### src/rtl/inst_latency_sched.sv
// Tracks in-flight instructions with class-dependent latency and reports completions round-robin.
// Latency: issue at edge t reports after edge t+LAT; report grant is held stable until accepted.
module inst_latency_sched #(
  parameter int UNI_LAT  = 5,
  parameter int MULT_LAT = 10,
  parameter int DIV_LAT  = 15,
  parameter int SLOTS    = 4,
  parameter int TAG_W    = 4,
  parameter int CNT_W    = 4
) (
  input  logic                       clk,
  input  logic                       rst,
  input  logic                       issue_valid,
  input  logic [1:0]                 issue_class,
  input  logic [TAG_W-1:0]           issue_tag,
  output logic                       issue_ready,
  output logic                       report_valid,
  input  logic                       report_ready,
  output logic [TAG_W-1:0]           report_tag,
  output logic [1:0]                 report_class,
  output logic [$clog2(SLOTS+1)-1:0] inflight,
  output logic                       busy,
  output logic                       illegal_seen
);
  localparam int IDX_W = (SLOTS > 1) ? $clog2(SLOTS) : 1;
  localparam int INF_W = $clog2(SLOTS + 1);

  logic [SLOTS-1:0] r_occ;
  logic [1:0]       r_cls [SLOTS];
  logic [TAG_W-1:0] r_tag [SLOTS];
  logic [CNT_W-1:0] r_cnt [SLOTS];
  logic [IDX_W-1:0] r_rr_ptr;
  logic [IDX_W-1:0] r_gnt;
  logic             r_lock;
  logic [INF_W-1:0] r_inflight;
  logic             r_illegal;

  logic [SLOTS-1:0] w_done;
  logic             w_any_free;
  logic [IDX_W-1:0] w_free_idx;
  logic             w_arb_found;
  logic [IDX_W-1:0] w_arb_idx;
  logic [IDX_W-1:0] w_cand;
  logic [IDX_W-1:0] w_gnt_idx;
  logic [IDX_W-1:0] w_rr_next;
  logic             w_acc;
  logic             w_hs;

  function automatic logic [CNT_W-1:0] lat_of(input logic [1:0] c);
    case (c)
      2'd1:    lat_of = CNT_W'(MULT_LAT);
      2'd2:    lat_of = CNT_W'(DIV_LAT);
      default: lat_of = CNT_W'(UNI_LAT);
    endcase
  endfunction

  always_comb begin
    for (int i = 0; i < SLOTS; i++) begin
      w_done[i] = r_occ[i] && (r_cnt[i] == '0);
    end
  end

  // Reverse scans so the lowest index (or the nearest to rr_ptr) wins.
  always_comb begin
    w_any_free = 1'b0;
    w_free_idx = '0;
    for (int i = SLOTS - 1; i >= 0; i--) begin
      if (!r_occ[i]) begin
        w_any_free = 1'b1;
        w_free_idx = IDX_W'(i);
      end
    end
  end

  always_comb begin
    w_arb_found = 1'b0;
    w_arb_idx   = '0;
    w_cand      = '0;
    for (int k = SLOTS - 1; k >= 0; k--) begin
      w_cand = IDX_W'((int'(r_rr_ptr) + k) % SLOTS);
      if (w_done[w_cand]) begin
        w_arb_found = 1'b1;
        w_arb_idx   = w_cand;
      end
    end
  end

  assign w_gnt_idx    = r_lock ? r_gnt : w_arb_idx;
  assign report_valid = r_lock || w_arb_found;
  assign report_tag   = report_valid ? r_tag[w_gnt_idx] : '0;
  assign report_class = report_valid ? r_cls[w_gnt_idx] : 2'd0;
  assign issue_ready  = w_any_free;
  assign w_acc        = issue_valid && issue_ready;
  assign w_hs         = report_valid && report_ready;
  assign w_rr_next    = (w_gnt_idx == IDX_W'(SLOTS - 1)) ? '0 : w_gnt_idx + IDX_W'(1);
  assign inflight     = r_inflight;
  assign busy         = (r_inflight != '0);
  assign illegal_seen = r_illegal;

  always_ff @(posedge clk or posedge rst) begin
    if (rst) begin
      r_occ <= '0;
      for (int i = 0; i < SLOTS; i++) begin
        r_cls[i] <= 2'd0;
        r_tag[i] <= '0;
        r_cnt[i] <= '0;
      end
    end else begin
      for (int i = 0; i < SLOTS; i++) begin
        if (w_acc && (w_free_idx == IDX_W'(i))) begin
          r_occ[i] <= 1'b1;
          r_cls[i] <= issue_class;
          r_tag[i] <= issue_tag;
          r_cnt[i] <= lat_of(issue_class);
        end else if (w_hs && (w_gnt_idx == IDX_W'(i))) begin
          r_occ[i] <= 1'b0;
        end else if (r_occ[i] && (r_cnt[i] != '0)) begin
          r_cnt[i] <= r_cnt[i] - CNT_W'(1);
        end
      end
    end
  end

  // The lock captures the grant shown this cycle so later completions cannot steal it.
  always_ff @(posedge clk or posedge rst) begin
    if (rst) begin
      r_lock     <= 1'b0;
      r_gnt      <= '0;
      r_rr_ptr   <= '0;
      r_inflight <= '0;
      r_illegal  <= 1'b0;
    end else begin
      if (w_hs) begin
        r_lock   <= 1'b0;
        r_rr_ptr <= w_rr_next;
      end else if (report_valid) begin
        r_lock <= 1'b1;
        r_gnt  <= w_gnt_idx;
      end
      case ({w_acc, w_hs})
        2'b10:   r_inflight <= r_inflight + INF_W'(1);
        2'b01:   r_inflight <= r_inflight - INF_W'(1);
        default: r_inflight <= r_inflight;
      endcase
      if (w_acc && (issue_class == 2'd3)) begin
        r_illegal <= 1'b1;
      end
    end
  end
endmodule

### config.mk
export PLATFORM = sky130hd
export DESIGN_NAME = inst_latency_sched
export DESIGN_NICKNAME = d
export VERILOG_FILES = /design/src/rtl/inst_latency_sched.sv
export SDC_FILE = /design/constraint.sdc
export NUM_CORES = 1
export LEC_CHECK = 0
export ABC_AREA = 1
export CAP_MARGIN = 20
export CORE_MARGIN = 2
export CORE_UTILIZATION = 45
export DETAILED_ROUTE_END_ITERATION = 12
export PLACE_DENSITY = 0.7
export REMOVE_ABC_BUFFERS = 1
export SYNTH_ARGS = -nofsm -noshare
export SYNTH_HDL_FRONTEND = slang
export SYNTH_SLANG_ARGS = --single-unit
### constraint.sdc
create_clock -name clk -period 3.7 [get_ports clk]
set_clock_uncertainty 0.1 [all_clocks]
set_input_delay 0.74 -clock clk [delete_from_list [all_inputs] [get_ports clk]]
set_output_delay 0.74 -clock clk [all_outputs]
set_load 0.01 [all_outputs]
==> run summary, run 1 <==
status: finished clean
max incr delay on CP: 0.42 ns
RSZ-0062 raised after global routing: no
port buffer count: 22
Placed Cells: 524
Power Density: 1073 nW/um^2
CP max-delay cell: dfrtp_1
core area: 6832 sq um
Final period util: 93.97%
worst slew pin tran: 0.6420 ns
Final Non-Filler Cells: 536
CTS Root Cell: clkbuf_8
Lkg Pwr: 1.814 nW
antenna-violating nets left: 0
# fillers: 662
die outline width: 88.09 um
Hold/Removal Path Class: reg2reg
CTS tree: done
vias: 2725
Crit Path Category: reg2out
largest net degree at the start of global routing: 30
DR pass1 iterations: 4
final core occ: 53.30%
Top Ports: 23
CP Data Arrival Time: 2.64 ns
Worst EP required: 2.86 ns
Simple-Gate Fraction of Synth Area: 31.69%
Critical Path Source Type: flop
Worst R2R Path Depth: 13
initial antenna violation count: 0
Endpoint, Worst Hold: illegal_seen
Reg2Reg Setup Slack: 0.67 ns
vias in the first global route: 2658
Hold-fix buffers, CTS: 0
syn avg cell area: 7.779 sq um
Critical R2R Capture: inflight[2]
Clock Sinks: 53
endpoints failing hold: 0
gpl congestion: 0.8438
worst reg2reg path startpoint: r_cnt[12]
dominant synthesized flop cell: dfrtp_1
clock latency on the worst-skew pair: 0.31 ns
part of the Yosys area used for sequential elements: 41.68%
DRC viols: 0
maximum VDD drop: 0.4178 mV
CP Capture Type: primary output
max_cap viols: 0
grt ovf: 0
Synth Area in XOR/XNOR: 3.028%
# setup viols final: 0
Hold Path Cell Cnt: 1
total track usage: 20.56%
hpwl dp: 5294 um
hold_sp: illegal_seen
max-slew violation count: 0
#FFs+latches synth: 53
row count: 30
starting density of the core: 46.58%
worst-path cell chain: inv_1 -> ha_1 -> nand3_1 -> o21ai_2 -> nand2_2 -> nand3_2 -> nand2_1 -> nand2_2 -> nand3_4 -> nand2_8 -> nand2_2 -> nand2_1 -> nand2_1 -> a21oi_1 -> dlygate4sd2_1
Synth Warn #: 0
Gate Count Post-Synth: 409
Period minus WS final: 3.477 ns
multiplexer area fraction after synthesis: 0.3539%
synth-to-layout area growth: 14.43%
Via density: 5.084
H-tree depth: 2
post-synth cell types: 38
most common cell after layout, fill and taps aside: nand2_1
maximum root-to-sink buffer count: 2
first-pass GRT wire length: 12440 um
die area: 7759 sq um
Max Fanout on Critical Path: 13
layout cell share with drive strength beyond 1: 11.59%
final wirelength: 7309 um
drt wl/cell: 13.64 um
Max Freq: 287.6 MHz
Worst-path clk slew: 0.09 ns
Hold WS: 0.3943 ns
Worst slew margin: 57.14%
setup TNS: 0 ns
area share of fa/ha/maj cells after synthesis: 4.955%
Final nets: 461
most frequent cells in the layout: nand2_1 (126), dfrtp_1 (53), inv_1 (47)
number of synthesized flops with an enable pin: 0
Compound-Gate Fraction of Synth Area: 10.77%
DRT iter0 DRCs: 134
n_diodes: 0
Num CTS Buffers: 5
die height: 88.09 um
async set-reset flop share out of synthesis: 100.0%
largest family of logic cells by synthesized area: simple AND/OR/NAND/NOR gates
Post-Syn Area: 3182 sq um
## state kept, by name, summed over array words and instances, names as in the netlist
name and flops:
r_lock 1, r_cls 8, r_cnt 16, r_gnt 2, inflight 3, r_rr_ptr 2, illegal_seen 1, r_tag 16
r_occ 4
## worst max path at each step
stage	start	to	slack, ns	depth (start not counted)
4_1_cts	r_cnt[0]	report_tag[2]	0.001	15
2_1_floorplan	r_cnt[8]	report_class[0]	0.98	12
6_report	r_cnt[0]	report_class[0]	0.22	15
5_1_grt	r_cnt[0]	report_tag[3]	0.02	15
3_5_place_dp	r_cnt[0]	report_tag[3]	0.28	15
3_3_place_gp	r_cnt[8]	report_class[1]	0.32	15
## cells in the mapped netlist, types with 2 or more instances
cell	number	share of area, %
a21oi_1	10	1.6
clkbuf_1	4	0.47
dfrtp_1	53	42
ha_1	11	4.3
inv_1	48	5.7
nand2_1	126	15
nand2_2	11	2.2
nand2_4	2	0.71
nand3_1	36	5.7
nand4_1	6	1.2
nand4_2	3	1.2
nor2_1	9	1.1
nor2_2	4	0.79
nor3_1	5	0.79
o211ai_1	2	0.47
o21ai_0	46	7.2
o21ai_2	2	0.55
or2_1	2	0.39
xnor2_1	10	2.8
## per-layer routing
| layer | share of wire, % | vias to the layer above | global-route usage, % |
|---|---|---|---|
| met5 | 0 | - | 0 |
| met4 | 1.6 | 0 | 7.713 |
| met3 | 3.6 | 12 | 2.545 |
| met2 | 47 | 59 | 34.16 |
| met1 | 48 | 1273 | 27.60 |
| li1 | - | 1381 | - |
## kinds of logic (layout without fill, tap and decap cells)
kind of cell / Yosys count / after routing
AO/OA/AOI/OAI: 64 / 64
XOR/XNOR: 11 / 11
adder cells (fa/ha/maj): 12 / 12
buffers and inverters: 57 / 88
flip-flops: 53 / 53
multiplexers: 1 / 1
AND/OR/NAND/NOR: 211 / 211
## layout make-up
cell class                      count  area [sq um]  area share (%)
Clock buffer                        5         68.82           1.890
Timing Repair Buffer               30         276.5           7.595
Inverter                           50         190.2           5.223
Sequential cell                    53          1326           36.43
Multi-Input combinational cell    299          1638           44.98
Tap cell                           96         120.1           3.299
Clock inverter                      3         21.27          0.5842
## critical path, delay by kind of cell (launching register included)
family	cells	cell delay [ns]
AOI/OAI and AO/OA	2	0.36
adders and majority gates	1	0.21
buffers and inverters	2	0.38
DFF	1	0.42
and+or+nand+nor	10	0.95
## repair_timing
item,CTS,global route
resized for setup,8,1
endpoints found under the hold margin,0,0
endpoints found under the setup margin,6,2
buffers inserted,4,0
pin swaps,3,1
## through the flow
step	setup slack (ns)	total power [mW]	cell area (sq um)
after global placement	0.3228	3.452	3503
after global routing	0.02313	4.313	3641
after floorplan	0.9823	2.780	3133
after CTS	0.001119	3.911	3638
final	0.2231	3.906	3641
after detailed placement	0.2772	3.513	3503
## power breakdown
group / total [mW] / internal [mW] / switching, mW
Sequential: 1.11 / 0.866 / 0.244
Combinational: 2.46 / 0.979 / 1.48
Clock: 0.337 / 0.135 / 0.202
Total: 3.91 / 1.98 / 1.93
Note: power is estimated with default switching activity, not from simulation.
==> inputs of run 2 (changes only) <==
- CAP_MARGIN: 20 -> unset
- clock period: 3.7 -> 3.35 ns (I/O delays scaled with it)
==> run summary, run 2 (synthesis gave the netlist of run 1 again) <==
status: finished clean
layout cell share with drive strength beyond 1: 18.98%
port buffer count: 22
final wirelength: 7606 um
Final nets: 474
clock latency on the worst-skew pair: 0.31 ns
setup TNS: 0 ns
Final period util: 98.08%
Placed Cells: 527
grt ovf: 0
first-pass GRT wire length: 12280 um
Lkg Pwr: 1.859 nW
hold_sp: r_cls[5]
endpoints failing hold: 0
hpwl dp: 5297 um
synth-to-layout area growth: 19.11%
antenna-violating nets left: 0
H-tree depth: 2
Max Freq: 304.4 MHz
starting density of the core: 46.58%
drt wl/cell: 13.85 um
DRT iter0 DRCs: 205
most frequent cells in the layout: nand2_1 (123), dfrtp_1 (52), o21ai_0 (46)
core area: 6832 sq um
maximum root-to-sink buffer count: 2
Worst EP required: 2.58 ns
Worst-path clk slew: 0.10 ns
final core occ: 55.48%
CP Data Arrival Time: 2.52 ns
worst reg2reg path startpoint: r_cnt[12]
Hold/Removal Path Class: reg2reg
# setup viols final: 0
max-slew violation count: 0
DRC viols: 0
max_cap viols: 0
Max Fanout on Critical Path: 4
worst-path cell chain: inv_1 -> ha_2 -> nand4_1 -> nand2_2 -> nand2_1 -> nand2_2 -> nor2_1 -> nand3_1 -> nand3_2 -> nand2_4 -> buf_4 -> nand2_1 -> nand2_1 -> nand2_1 -> a21oi_2 -> buf_2
vias: 2841
CTS Root Cell: clkbuf_8
CP max-delay cell: dfrtp_1
gpl congestion: 0.8956
most common cell after layout, fill and taps aside: nand2_1
total track usage: 20.40%
Power Density: 1228 nW/um^2
Crit path top cell by count: nand2_1
biggest regs: r_cnt: 16 flops, r_tag: 16 flops, r_cls: 8 flops
Reg2Reg Setup Slack: 0.35 ns
largest net degree at the start of global routing: 30
die area: 7759 sq um
Num CTS Buffers: 5
initial antenna violation count: 0
DR pass1 iterations: 4
CP Capture Type: primary output
max incr delay on CP: 0.41 ns
vias in the first global route: 2584
Final Non-Filler Cells: 549
die outline width: 88.09 um
Critical Path Source Type: flop
Worst slew margin: 58.72%
Top Ports: 23
Via density: 5.175
n_diodes: 0
total power draw: 4.654 mW
Crit. Startpoint: r_cnt[12]
Clock Sinks: 53
worst slew pin tran: 0.6183 ns
die height: 88.09 um
CTS tree: done
Period minus WS final: 3.286 ns
maximum VDD drop: 0.5176 mV
Crit Path Category: reg2out
row count: 30
## run 2: cell types whose count changed in the layout (fill, tap and decap cells not counted), moves of 4 or more
cell,delta
inv_2,+4
buf_4,+11
dlygate4sd2_1,-5
inv_1,-4
ha_1,-4
## run 2: power by group
| group | internal, mW | switching, mW |
|---|---|---|
| logic | 1.30 | 1.75 |
| registers | 0.958 | 0.268 |
| clock network | 0.149 | 0.228 |
## run 2: worst paths after layout
path / end / cells after the start
worst max register to register: inflight[2] / 14
worst max-delay path: report_class[0] / 16
worst min register to register: r_cls[5] / 2
max in group asynchronous: r_rr_ptr[0] / 3
worst min-delay path: r_cls[5] / 2
min in group asynchronous: r_cls[1] / 2
## run 2: timing repair
action,in CTS,in global routing
setup endpoints to repair,6,7
hold buffers,0,0
pin swaps,2,7
resized for setup,18,26
hold endpoints to repair,0,0
buffers inserted,5,9
## run 2: worst max-delay path: cells and delay by family, from the launching register on
kind	cells	cell delay, ns
buffers and inverters	3	0.38
DFF	1	0.41
AOI/OAI and AO/OA	1	0.17
and+or+nand+nor	11	1.02
adders and majority gates	1	0.20
## run 2: metal layers
metal | routed length (um) | global-route usage (%)
met3 | 394 | 3.393
met5 | 0 | 0
met2 | 3566 | 31.89
met1 | 3488 | 29.45
met4 | 156 | 5.647
## run 2: metrics by stage
stage / hold WS (ns) / setup slack, ns / cell area [sq um]
after floorplan: 0.3530 / 0.7023 / 3133
after global placement: 0.3677 / 0.07970 / 3538
after detailed placement: 0.3744 / 0.02540 / 3538
after CTS: 0.3988 / -0.06078 / 3681
after global routing: 0.4263 / -0.03978 / 3790
final: 0.3960 / 0.06436 / 3790
## run 2: layout make-up
class / instances / area, sq um
clock inverter: 3 / 21.27
sequential: 53 / 1328
fill: 666 / 3042
multi-input combinational: 299 / 1698
tap: 96 / 120.1
inverter: 50 / 190.2
clock buffer: 5 / 68.82
timing repair buffer: 43 / 364.1
==> inputs of run 3 (changes only) <==
- CTS_BUF_LIST: unset -> sky130_fd_sc_hd__clkbuf_4
==> run summary, run 3 (synthesis gave the netlist of run 1 again) <==
clock latency on the worst-skew pair: 0.39 ns
final core occ: 58.96%
die height: 88.09 um
max_cap viols: 0
first-pass GRT wire length: 12480 um
CTS Root Cell: clkbuf_4
Top Ports: 23
gpl congestion: 0.8956
setup TNS: 0 ns
register area: 1330 sq um
Max Fanout on Critical Path: 9
die outline width: 88.09 um
Period minus WS final: 3.251 ns
Crit path buffers/inverters: 4
RSZ-0062 raised after global routing: yes
Crit Path Category: reg2out
total track usage: 20.81%
Final nets: 499
Via density: 5.179
Critical Path Source Type: flop
starting density of the core: 46.58%
Worst slew margin: 59.06%
# setup viols final: 0
DR pass1 iterations: 4
row count: 30
DRC viols: 0
most frequent cells in the layout: nand2_1 (122), dfrtp_1 (50), o21ai_0 (46)
Final period util: 97.05%
Multi-input gate area: 1784 sq um
worst slew pin tran: 0.6132 ns
critical path's top delay family: buffers and inverters
final wirelength: 8050 um
CP Capture Type: primary output
max-slew violation count: 0
synth-to-layout area growth: 26.58%
DRT iter0 DRCs: 223
CTS tree: done
Worst-path clk slew: 0.15 ns
die area: 7759 sq um
max incr delay on CP: 0.43 ns
grt ovf: 0
vias: 2973
core area: 6832 sq um
Clock Sinks: 53
vias in the first global route: 2643
# fillers: 624
port buffer count: 22
n_diodes: 0
Hold/Removal Path Class: reg2reg
most common cell after layout, fill and taps aside: nand2_1
H-tree depth: 2
status: finished clean
endpoints failing hold: 0
initial antenna violation count: 0
Max Freq: 307.6 MHz
largest net degree at the start of global routing: 30
Worst EP required: 2.58 ns
drt wl/cell: 14.02 um
biggest regs: r_cnt: 16 flops, r_tag: 16 flops, r_cls: 8 flops
Num CTS Buffers: 5
hpwl dp: 5297 um
antenna-violating nets left: 0
CP Data Arrival Time: 2.48 ns
CP max-delay cell: dfrtp_1
worst-path cell chain: inv_2 -> ha_4 -> nand4_1 -> o21ai_4 -> nand2_2 -> buf_4 -> nand2_1 -> nand2_1 -> a21oi_2 -> buf_12 -> nand3_1 -> a21oi_2 -> buf_2
Hold-fix buffers, CTS: 0
layout cell share with drive strength beyond 1: 25.94%
maximum root-to-sink buffer count: 2
==> run 3: through the flow <==
step           hold WS (ns)  area [sq um]  setup WS [ns]  std cells
2_1_floorplan        0.3530          3133         0.7023        402
3_3_place_gp         0.3677          3538        0.07970        527
3_5_place_dp         0.3744          3538        0.02540        527
4_1_cts              0.4106          3722       0.005102        550
5_1_grt              0.4387          4028       -0.03716        574
6_report             0.4046          4028        0.09899        574
==> run 3: worst paths after layout <==
| path | cells past startpoint | slack [ns] | startpoint | endpoint |
|---|---|---|---|---|
| worst max-delay path | 13 | 0.1 | r_cnt[13] | report_class[0] |
| worst min-delay path | 2 | 0.40 | r_cls[5] | r_cls[5] |
| worst max register to register | 14 | 0.40 | r_cnt[13] | inflight[2] |
| worst min register to register | 2 | 0.40 | r_cls[5] | r_cls[5] |
| max in group asynchronous | 3 | 1.97 | rst | r_rr_ptr[0] |
| min in group asynchronous | 2 | 0.54 | rst | r_cls[1] |
==> run 3: area by class of cell <==
class | instances | share of cell area [%]
clock buffers | 5 | 0.9320
inverters | 50 | 4.722
repair buffers | 67 | 13.51
well taps | 96 | 2.982
flip-flops and latches | 53 | 33.02
clock inverters | 3 | 0.5281
multi-input cells | 300 | 44.30
==> run 3: what timing repair did <==
item	CTS	global route
setup endpoints to repair	7	6
cloned	0	1
pin swaps	6	18
gates resized for setup	29	38
setup buffers	15	23
==> run 3: worst register-to-register path, stage by stage, from the launching register on <==
cell and delay [ns]:
dfrtp_1 0.41, inv_2 0.07, ha_4 0.16, nand4_1 0.15
o21ai_4 0.10, nor2_1 0.17, nand2_1 0.11, nor3_4 0.27
buf_4 0.23, nor2_4 0.09, ha_1 0.22, fa_1 0.38
a21oi_1 0.13, o21ai_0 0.11, xor2_1 0.15
==> run 3: metal layers <==
metal	track usage (%)	part of all wire, %	vias to the layer above
li1	-	-	1463
met1	29.57	47	1413
met2	32.99	46	80
met3	3.110	4.2	17
met4	6.474	2.2	0
met5	0	0	-
Power of run 3 is not shown: default switching activity piles up to over one toggle a cycle in this logic, so the estimate is an artifact.
